--- config.mk ---
export PLATFORM = sky130hd
export DESIGN_NAME = if_id_skid_stage_flat
export DESIGN_NICKNAME = d
export VERILOG_FILES = /design/src/rtl/if_id_skid_stage_if.sv /design/src/rtl/if_id_skid_stage.sv /design/src/flat_wrapper.sv
export SDC_FILE = /design/constraint.sdc
export NUM_CORES = 1
export LEC_CHECK = 0
export BUFFER_PORTS_ARGS = -buffer_cell sky130_fd_sc_hd__buf_4
export CAP_MARGIN = 30
export CELL_PAD_IN_SITES_DETAIL_PLACEMENT = 1
export CELL_PAD_IN_SITES_GLOBAL_PLACEMENT = 1
export CORE_UTILIZATION = 37
export DETAILED_ROUTE_END_ITERATION = 10
export PLACE_DENSITY_LB_ADDON = 0.1
export SETUP_SLACK_MARGIN = 0.1
export SLEW_MARGIN = 20
export SYNTH_ARGS = -nofsm -noshare
export SYNTH_HDL_FRONTEND = slang
export SYNTH_SLANG_ARGS = --single-unit
--- constraint.sdc ---
create_clock -name clk_i -period 6.6 [get_ports clk_i]
set_clock_uncertainty 0.1 [all_clocks]
set_input_delay 0.33 -clock clk_i [delete_from_list [all_inputs] [get_ports clk_i]]
set_output_delay 0.33 -clock clk_i [all_outputs]
set_load 0.02 [all_outputs]
--- src/rtl/if_id_skid_stage_if.sv ---
// Fetch-to-decode beat bundle: upstream handshake, downstream handshake, flush and stall counter.
// Lane 0 occupies the LSBs of every packed per-lane field.
interface if_id_skid_stage_if #(
   parameter int unsigned DATA_W = 32,
   parameter int unsigned PC_W   = 32,
   parameter int unsigned LANES  = 2,
   parameter int unsigned CNT_W  = 16
);
   logic                    flush_i;
   logic                    in_valid_i;
   logic                    in_ready_o;
   logic [LANES-1:0]        in_lane_valid_i;
   logic [LANES*PC_W-1:0]   in_pc_i;
   logic [LANES*DATA_W-1:0] in_inst_i;
   logic                    out_valid_o;
   logic                    out_ready_i;
   logic [LANES-1:0]        out_lane_valid_o;
   logic [LANES*PC_W-1:0]   out_pc_o;
   logic [LANES*DATA_W-1:0] out_inst_o;
   logic [CNT_W-1:0]        stall_cnt_o;

   modport slave (
      input  flush_i, in_valid_i, in_lane_valid_i, in_pc_i, in_inst_i, out_ready_i,
      output in_ready_o, out_valid_o, out_lane_valid_o, out_pc_o, out_inst_o, stall_cnt_o
   );

   modport master (
      output flush_i, in_valid_i, in_lane_valid_i, in_pc_i, in_inst_i, out_ready_i,
      input  in_ready_o, out_valid_o, out_lane_valid_o, out_pc_o, out_inst_o, stall_cnt_o
   );
endinterface

--- src/rtl/if_id_skid_stage.sv ---
// LANES-wide IF/ID pipeline stage with a 2-entry skid buffer, flush-to-NOP and a
// saturating stall-cycle counter. Outputs come straight from the MAIN register.
module if_id_skid_stage #(
   parameter int unsigned       DATA_W   = 32,
   parameter int unsigned       PC_W     = 32,
   parameter int unsigned       LANES    = 2,
   parameter logic [DATA_W-1:0] NOP_INST = '0,
   parameter int unsigned       CNT_W    = 16
) (
   input logic               clk_i,
   input logic               rst_i,
   if_id_skid_stage_if.slave port
);
   typedef enum logic [1:0] {ST_EMPTY, ST_FULL, ST_SKID} state_t;

   state_t                  r_state;
   logic                    r_in_ready;
   logic                    r_out_valid;
   logic [LANES-1:0]        r_main_lv;
   logic [LANES*PC_W-1:0]   r_main_pc;
   logic [LANES*DATA_W-1:0] r_main_inst;
   logic [LANES-1:0]        r_skid_lv;
   logic [LANES*PC_W-1:0]   r_skid_pc;
   logic [LANES*DATA_W-1:0] r_skid_inst;
   logic [CNT_W-1:0]        r_stall_cnt;

   logic w_in_fire;
   logic w_out_fire;
   logic w_stall;

   assign w_in_fire  = port.in_valid_i & r_in_ready;
   assign w_out_fire = r_out_valid & port.out_ready_i;
   assign w_stall    = r_out_valid & ~port.out_ready_i;

   always_ff @(posedge clk_i) begin
      if (rst_i || port.flush_i) begin
         r_state     <= ST_EMPTY;
         r_in_ready  <= 1'b1;
         r_out_valid <= 1'b0;
         r_main_lv   <= '0;
         r_main_pc   <= '0;
         r_main_inst <= {LANES{NOP_INST}};
         r_skid_lv   <= '0;
      end else begin
         case (r_state)
            ST_EMPTY: begin
               if (w_in_fire) begin
                  r_main_lv   <= port.in_lane_valid_i;
                  r_main_pc   <= port.in_pc_i;
                  r_main_inst <= port.in_inst_i;
                  r_out_valid <= 1'b1;
                  r_state     <= ST_FULL;
               end
            end
            ST_FULL: begin
               if (w_in_fire && w_out_fire) begin
                  r_main_lv   <= port.in_lane_valid_i;
                  r_main_pc   <= port.in_pc_i;
                  r_main_inst <= port.in_inst_i;
               end else if (w_in_fire) begin
                  r_skid_lv   <= port.in_lane_valid_i;
                  r_skid_pc   <= port.in_pc_i;
                  r_skid_inst <= port.in_inst_i;
                  r_in_ready  <= 1'b0;
                  r_state     <= ST_SKID;
               end else if (w_out_fire) begin
                  r_out_valid <= 1'b0;
                  r_state     <= ST_EMPTY;
               end
            end
            ST_SKID: begin
               if (w_out_fire) begin
                  r_main_lv   <= r_skid_lv;
                  r_main_pc   <= r_skid_pc;
                  r_main_inst <= r_skid_inst;
                  r_in_ready  <= 1'b1;
                  r_state     <= ST_FULL;
               end
            end
            default: begin
               r_in_ready  <= 1'b1;
               r_out_valid <= 1'b0;
               r_state     <= ST_EMPTY;
            end
         endcase
      end
   end

   // Flush deliberately leaves the counter alone; only reset clears it.
   always_ff @(posedge clk_i) begin
      if (rst_i) begin
         r_stall_cnt <= '0;
      end else if (w_stall && (r_stall_cnt != '1)) begin
         r_stall_cnt <= r_stall_cnt + 1'b1;
      end
   end

   assign port.in_ready_o       = r_in_ready;
   assign port.out_valid_o      = r_out_valid;
   assign port.out_lane_valid_o = r_main_lv & {LANES{r_out_valid}};
   assign port.out_pc_o         = r_main_pc;
   assign port.out_inst_o       = r_main_inst;
   assign port.stall_cnt_o      = r_stall_cnt;

   a_valid_held: assert property (@(posedge clk_i) disable iff (rst_i)
      (r_out_valid && !port.out_ready_i && !port.flush_i) |=> r_out_valid);
   a_ready_skid: assert property (@(posedge clk_i) disable iff (rst_i)
      (r_in_ready == (r_state != ST_SKID)));
endmodule
--- src/flat_wrapper.sv ---
// flat-port wrapper written by rule: the top's interface ports become plain ports
module if_id_skid_stage_flat 
#(
   parameter int unsigned       DATA_W   = 32,
   parameter int unsigned       PC_W     = 32,
   parameter int unsigned       LANES    = 2,
   parameter logic [DATA_W-1:0] NOP_INST = '0,
   parameter int unsigned       CNT_W    = 16
)
  (clk_i, rst_i, port_flush_i, port_in_valid_i, port_in_lane_valid_i, port_in_pc_i, port_in_inst_i, port_out_ready_i, port_in_ready_o, port_out_valid_o, port_out_lane_valid_o, port_out_pc_o, port_out_inst_o, port_stall_cnt_o);
  if_id_skid_stage_if #(.DATA_W(DATA_W), .PC_W(PC_W), .LANES(LANES), .CNT_W(CNT_W)) port_i ();
  input logic clk_i;
  input logic rst_i;
  input wire logic [$bits(port_i.flush_i)-1:0] port_flush_i;
  input wire logic [$bits(port_i.in_valid_i)-1:0] port_in_valid_i;
  input wire logic [$bits(port_i.in_lane_valid_i)-1:0] port_in_lane_valid_i;
  input wire logic [$bits(port_i.in_pc_i)-1:0] port_in_pc_i;
  input wire logic [$bits(port_i.in_inst_i)-1:0] port_in_inst_i;
  input wire logic [$bits(port_i.out_ready_i)-1:0] port_out_ready_i;
  output wire logic [$bits(port_i.in_ready_o)-1:0] port_in_ready_o;
  output wire logic [$bits(port_i.out_valid_o)-1:0] port_out_valid_o;
  output wire logic [$bits(port_i.out_lane_valid_o)-1:0] port_out_lane_valid_o;
  output wire logic [$bits(port_i.out_pc_o)-1:0] port_out_pc_o;
  output wire logic [$bits(port_i.out_inst_o)-1:0] port_out_inst_o;
  output wire logic [$bits(port_i.stall_cnt_o)-1:0] port_stall_cnt_o;
  assign port_i.flush_i = port_flush_i;
  assign port_i.in_valid_i = port_in_valid_i;
  assign port_i.in_lane_valid_i = port_in_lane_valid_i;
  assign port_i.in_pc_i = port_in_pc_i;
  assign port_i.in_inst_i = port_in_inst_i;
  assign port_i.out_ready_i = port_out_ready_i;
  assign port_in_ready_o = port_i.in_ready_o;
  assign port_out_valid_o = port_i.out_valid_o;
  assign port_out_lane_valid_o = port_i.out_lane_valid_o;
  assign port_out_pc_o = port_i.out_pc_o;
  assign port_out_inst_o = port_i.out_inst_o;
  assign port_stall_cnt_o = port_i.stall_cnt_o;
  if_id_skid_stage #(.DATA_W(DATA_W), .PC_W(PC_W), .LANES(LANES), .NOP_INST(NOP_INST), .CNT_W(CNT_W)) u_core (.clk_i(clk_i), .rst_i(rst_i), .port(port_i));
endmodule
==> run summary <==
The floorplan step set the die height to 172 um. The area added between synthesis and finish works out to 44.5%. The number of DRC markers in iteration 0 was 349; the remaining routing DRC violations was 0.

The number of pins with negative max-slew slack in the final report is 0, and the cell leakage power is 0.00579 uW. Setup repair after global routing left no endpoint under its margin. VDD sags by at most 198 uV. Via count of the first global-routing pass: 8496. Type of the worst min-delay path: input pin to flop.

Once the floorplan was initialized, standard cells occupied 38.1% of the core. The count of yosys warnings during synthesis is 0. The synthesized design contains 128 enable-type register cells.

Adding up every negative setup slack in the final design gives 0 ns. The number of nets in the synthesized netlist is 984. Summing the sequential cell areas from Yosys gives 64.2% of the chip area.

The congestion estimate from routability-driven global placement came to 0.704. TritonCTS built the clock tree. Wire length of the first global-routing pass: 45800 um.

In this run, the combinational gates consume 10.6% of the power. Post-CTS timing repair inserted 0 buffers for setup. In this run the standard cell core region covers 0.0282 mm2.

The largest total area in the synthesized netlist belongs to sky130_fd_sc_hd__edfxtp_1. Clock tree synthesis selected as its root buffer the cell sky130_fd_sc_hd__clkbuf_16. The post-route total power is 4050 uW, and the share of final-layout standard cells stronger than drive strength 1 is 27.4%. Once detailed placement completed, the half-perimeter wirelength came to 18000 um.

In this run the worst path has a maximum fanout of 88. A synthesized cell averages 12.6 um2. For this block, the routed nets add up to 29700 um of wire.

The number of antenna violations at the first check in global routing came out at 1. The critical path starts at u_core.port.out_valid_o. The cell area that synthesis handed to floorplanning was 0.0107 mm2. The worst pin sits at a relative slew slack of 41.4%. Clock tree synthesis found a total of 280 sinks. For this design the total switching power over the nets is 954 uW. The net count of the finished layout is 1378. Input and output buffers added on the ports amount to 282. The synthesized instance count was 848. The critical path in this run is classified as flop to flop. The detail route stage leaves a number of antenna-violating nets equal to 0. The number of top-level pins is 283.

No sink is reached through more buffers than the 3 on the longest clock path. Buffers inserted during clock tree synthesis total 34. Hold path startpoint: port_in_lane_valid_i[1].

The register clock-pin slew on the reported worst setup and hold paths is 0.06 ns, and the internal portion of total power is 3100 uW. Max-cap violations in this run came to 0. The die width was 172 um; the data arrival at the endpoint of the critical path was 3.48 ns.

Startpoint type of the worst setup path: a flop. Reg-to-reg critical path startpoint: u_core.port.out_valid_o. The run finished with clean final reports. The run gives 61 as the count of standard-cell rows. Global routing used 19.7% of the available tracks across all layers. Category of the worst setup path capture point: a flop. The run gives 6.90 ns as the endpoint required time on the critical path.

The pre-antenna-repair detailed-routing pass consisted of 4 iterations. The die outline area came out at 0.0297 mm2. By area the synthesized netlist is led by sky130_fd_sc_hd__edfxtp_1, sky130_fd_sc_hd__dfxtp_1, sky130_fd_sc_hd__mux2i_1. The transition time at the pin with the least slew margin was 0.879 ns. After global routing the overflow that remains totals 0. At the placement stage, the worst setup path has a slack of 3.47 ns.

Using the TritonRoute via totals, the vias-per-cell ratio works out to 4.98. Entering global routing, the biggest net connects 89 pins. The number of different library cells used by synthesis comes to 48.

The per-cell routed wire length is 18.1 um, and the least setup slack across all paths after layout is 3.41 ns. Timing would allow up to 314 MHz. Via count of the routed design: 8187. The worst hold path was traced through 3 stages. The share of synthesized area in the top cell type comes to 35.9%. The main flop type after synthesis was sky130_fd_sc_hd__dfxtp_1. The worst register-to-register path has a depth of 6.

Across all register-to-register paths, the minimum setup slack is 3.41 ns. The critical path endpoint is u_core.port.out_inst_o[11]. The H-tree generated during clock tree synthesis spans 2 levels. Of the available clock period, the critical path in the final layout requires 48.3%.

Subtracting the final worst setup slack from the clock period gives 3.19 ns. The post-cts resize count was 0; the number of setup violations in the final report was 0. The power density over cell area works out to 262 mW/mm2. In this run, synthesis produced a sequential element count of 280. The end of the worst register-to-register path is u_core.port.out_inst_o[11]. The proportion of total power due to net switching came out at 23.5%. For the relative contribution of sequential cells to total power, the log shows 46.6%. After synthesis, the share of flip-flops with an asynchronous set or reset is 0%. The run gives 0 as the number of hold violations in the final report. The clock insertion delay at the later pin of the skew report was 0.50 ns; the share of power burned in the clock network was 42.8%.
==> per-stage QoR <==
step | cell area [um2] | cells | hold slack (ns) | util [%]
global route | 15500 | 1645 | 0.0269 | 55.0
global placement | 13100 | 1452 | 0.343 | 46.4
CTS | 15500 | 1643 | 0.00204 | 54.9
detailed placement | 13200 | 1455 | 0.352 | 46.7
floorplan | 10700 | 848 | 0.329 | -
finish | 15500 | 1645 | 0.0279 | 55.0
==> power by group through the flow <==
stage,sequential [uW],clock [uW],combinational [uW]
final,1890,1730,429
after global routing,1890,1850,469
after CTS,1890,1790,431
after detailed placement,1920,0,366
after global placement,1920,0,355
after floorplan,1970,0,145
==> worst min path at each step <==
stage          slack [ns]                     to
3_3_place_gp         0.34    u_core.r_skid_lv[1]
5_1_grt              0.03    u_core.r_skid_lv[1]
3_5_place_dp         0.35    u_core.r_skid_lv[0]
4_1_cts             0.002    u_core.r_skid_lv[1]
6_report             0.03    u_core.r_skid_lv[1]
2_1_floorplan        0.33  u_core.r_skid_inst[0]
==> layout by cell type, fill, tap and decap left out, drive strengths merged, types with 2 or more instances in the layout <==
| cell type | n |
|---|---|
| clkbuf | 57 |
| a21oi | 14 |
| and4 | 4 |
| buf | 294 |
| a41oi | 2 |
| a211oi | 133 |
| mux2 | 3 |
| nor3 | 5 |
| edfxtp | 128 |
| o21bai | 2 |
| dlygate4sd3 | 128 |
| nand3 | 11 |
| nand4 | 4 |
| and2 | 2 |
| o31ai | 5 |
| nand4b | 2 |
| nor2b | 4 |
| and3b | 3 |
| nand2b | 3 |
| inv | 5 |
| nand2 | 9 |
| or3 | 2 |
| nor2 | 141 |
| mux2i | 131 |
| dfxtp | 152 |
| or4 | 5 |
==> cells by family after synthesis <==
group | Yosys count | share of synthesized area [%]
flops | 280 | 64.2
mux | 134 | 12.5
simple gates | 203 | 8.75
compound gates | 163 | 11.3
fa+ha+maj | 1 | 0.117
buf+inv | 67 | 3.03
==> routing by layer <==
layer  up-vias  global-route usage (%)  wire, um
li1       3975                       -         -
met2       215                    32.5     14200
met5         -                       0         0
met4         0                    7.35       841
met1      3937                    24.0     12400
met3        60                    6.09      2230
==> repair_timing <==
action | 4_1_cts | 5_1_grt
setup endpoints to repair | 0 | 0
hold buffers | 128 | 0
hold endpoints to repair | 128 | 0
==> flip-flops by register name (all words and copies together), names as in the netlist <==
register                 count
u_core.port.in_ready_o       1
u_core.port.out_inst_o      64
u_core.port.out_pc_o        64
u_core.port.out_valid_o      1
u_core.port.stall_cnt_o     16
u_core.r_main_lv             2
u_core.r_skid_inst          64
u_core.r_skid_lv             2
u_core.r_skid_pc            64
u_core.r_state               2
==> synth_stat cells, drive strengths merged, types with 2 or more instances <==
cell type  count
nand2          9
or3            2
a211oi       133
nor3           5
and4           4
mux2           3
o21bai         2
a41oi          2
nand4          4
clkbuf        26
nor2         141
mux2i        131
edfxtp       128
a21oi         14
buf           38
inv            3
or4            5
nor2b          4
nand2b         3
and2           2
nand4b         2
dfxtp        152
nand3         11
and3b          3
o31ai          5
==> area by class of cell <==
| cell class | instances | area [um2] |
|---|---|---|
| clock buffers | 57 | 998 |
| repair buffers | 422 | 3570 |
| diodes | 1 | 2.50 |
| inverters | 3 | 11.3 |
| clock inverters | 3 | 22.5 |
| fillers | 2866 | 12700 |
| multi-input cells | 501 | 3520 |
| well taps | 378 | 473 |
| flip-flops and latches | 280 | 6890 |
==> worst max-delay path: stages (launching register included) <==
cell and delay (ns):
sky130_fd_sc_hd__dfxtp_1 0.58, sky130_fd_sc_hd__a21boi_2 0.19, sky130_fd_sc_hd__o31ai_4 0.36, sky130_fd_sc_hd__buf_4 0.59
sky130_fd_sc_hd__buf_4 0.79, sky130_fd_sc_hd__nor2_1 0.12, sky130_fd_sc_hd__a211oi_1 0.30
No activity file was read; power rests on OpenSTA's default activity.
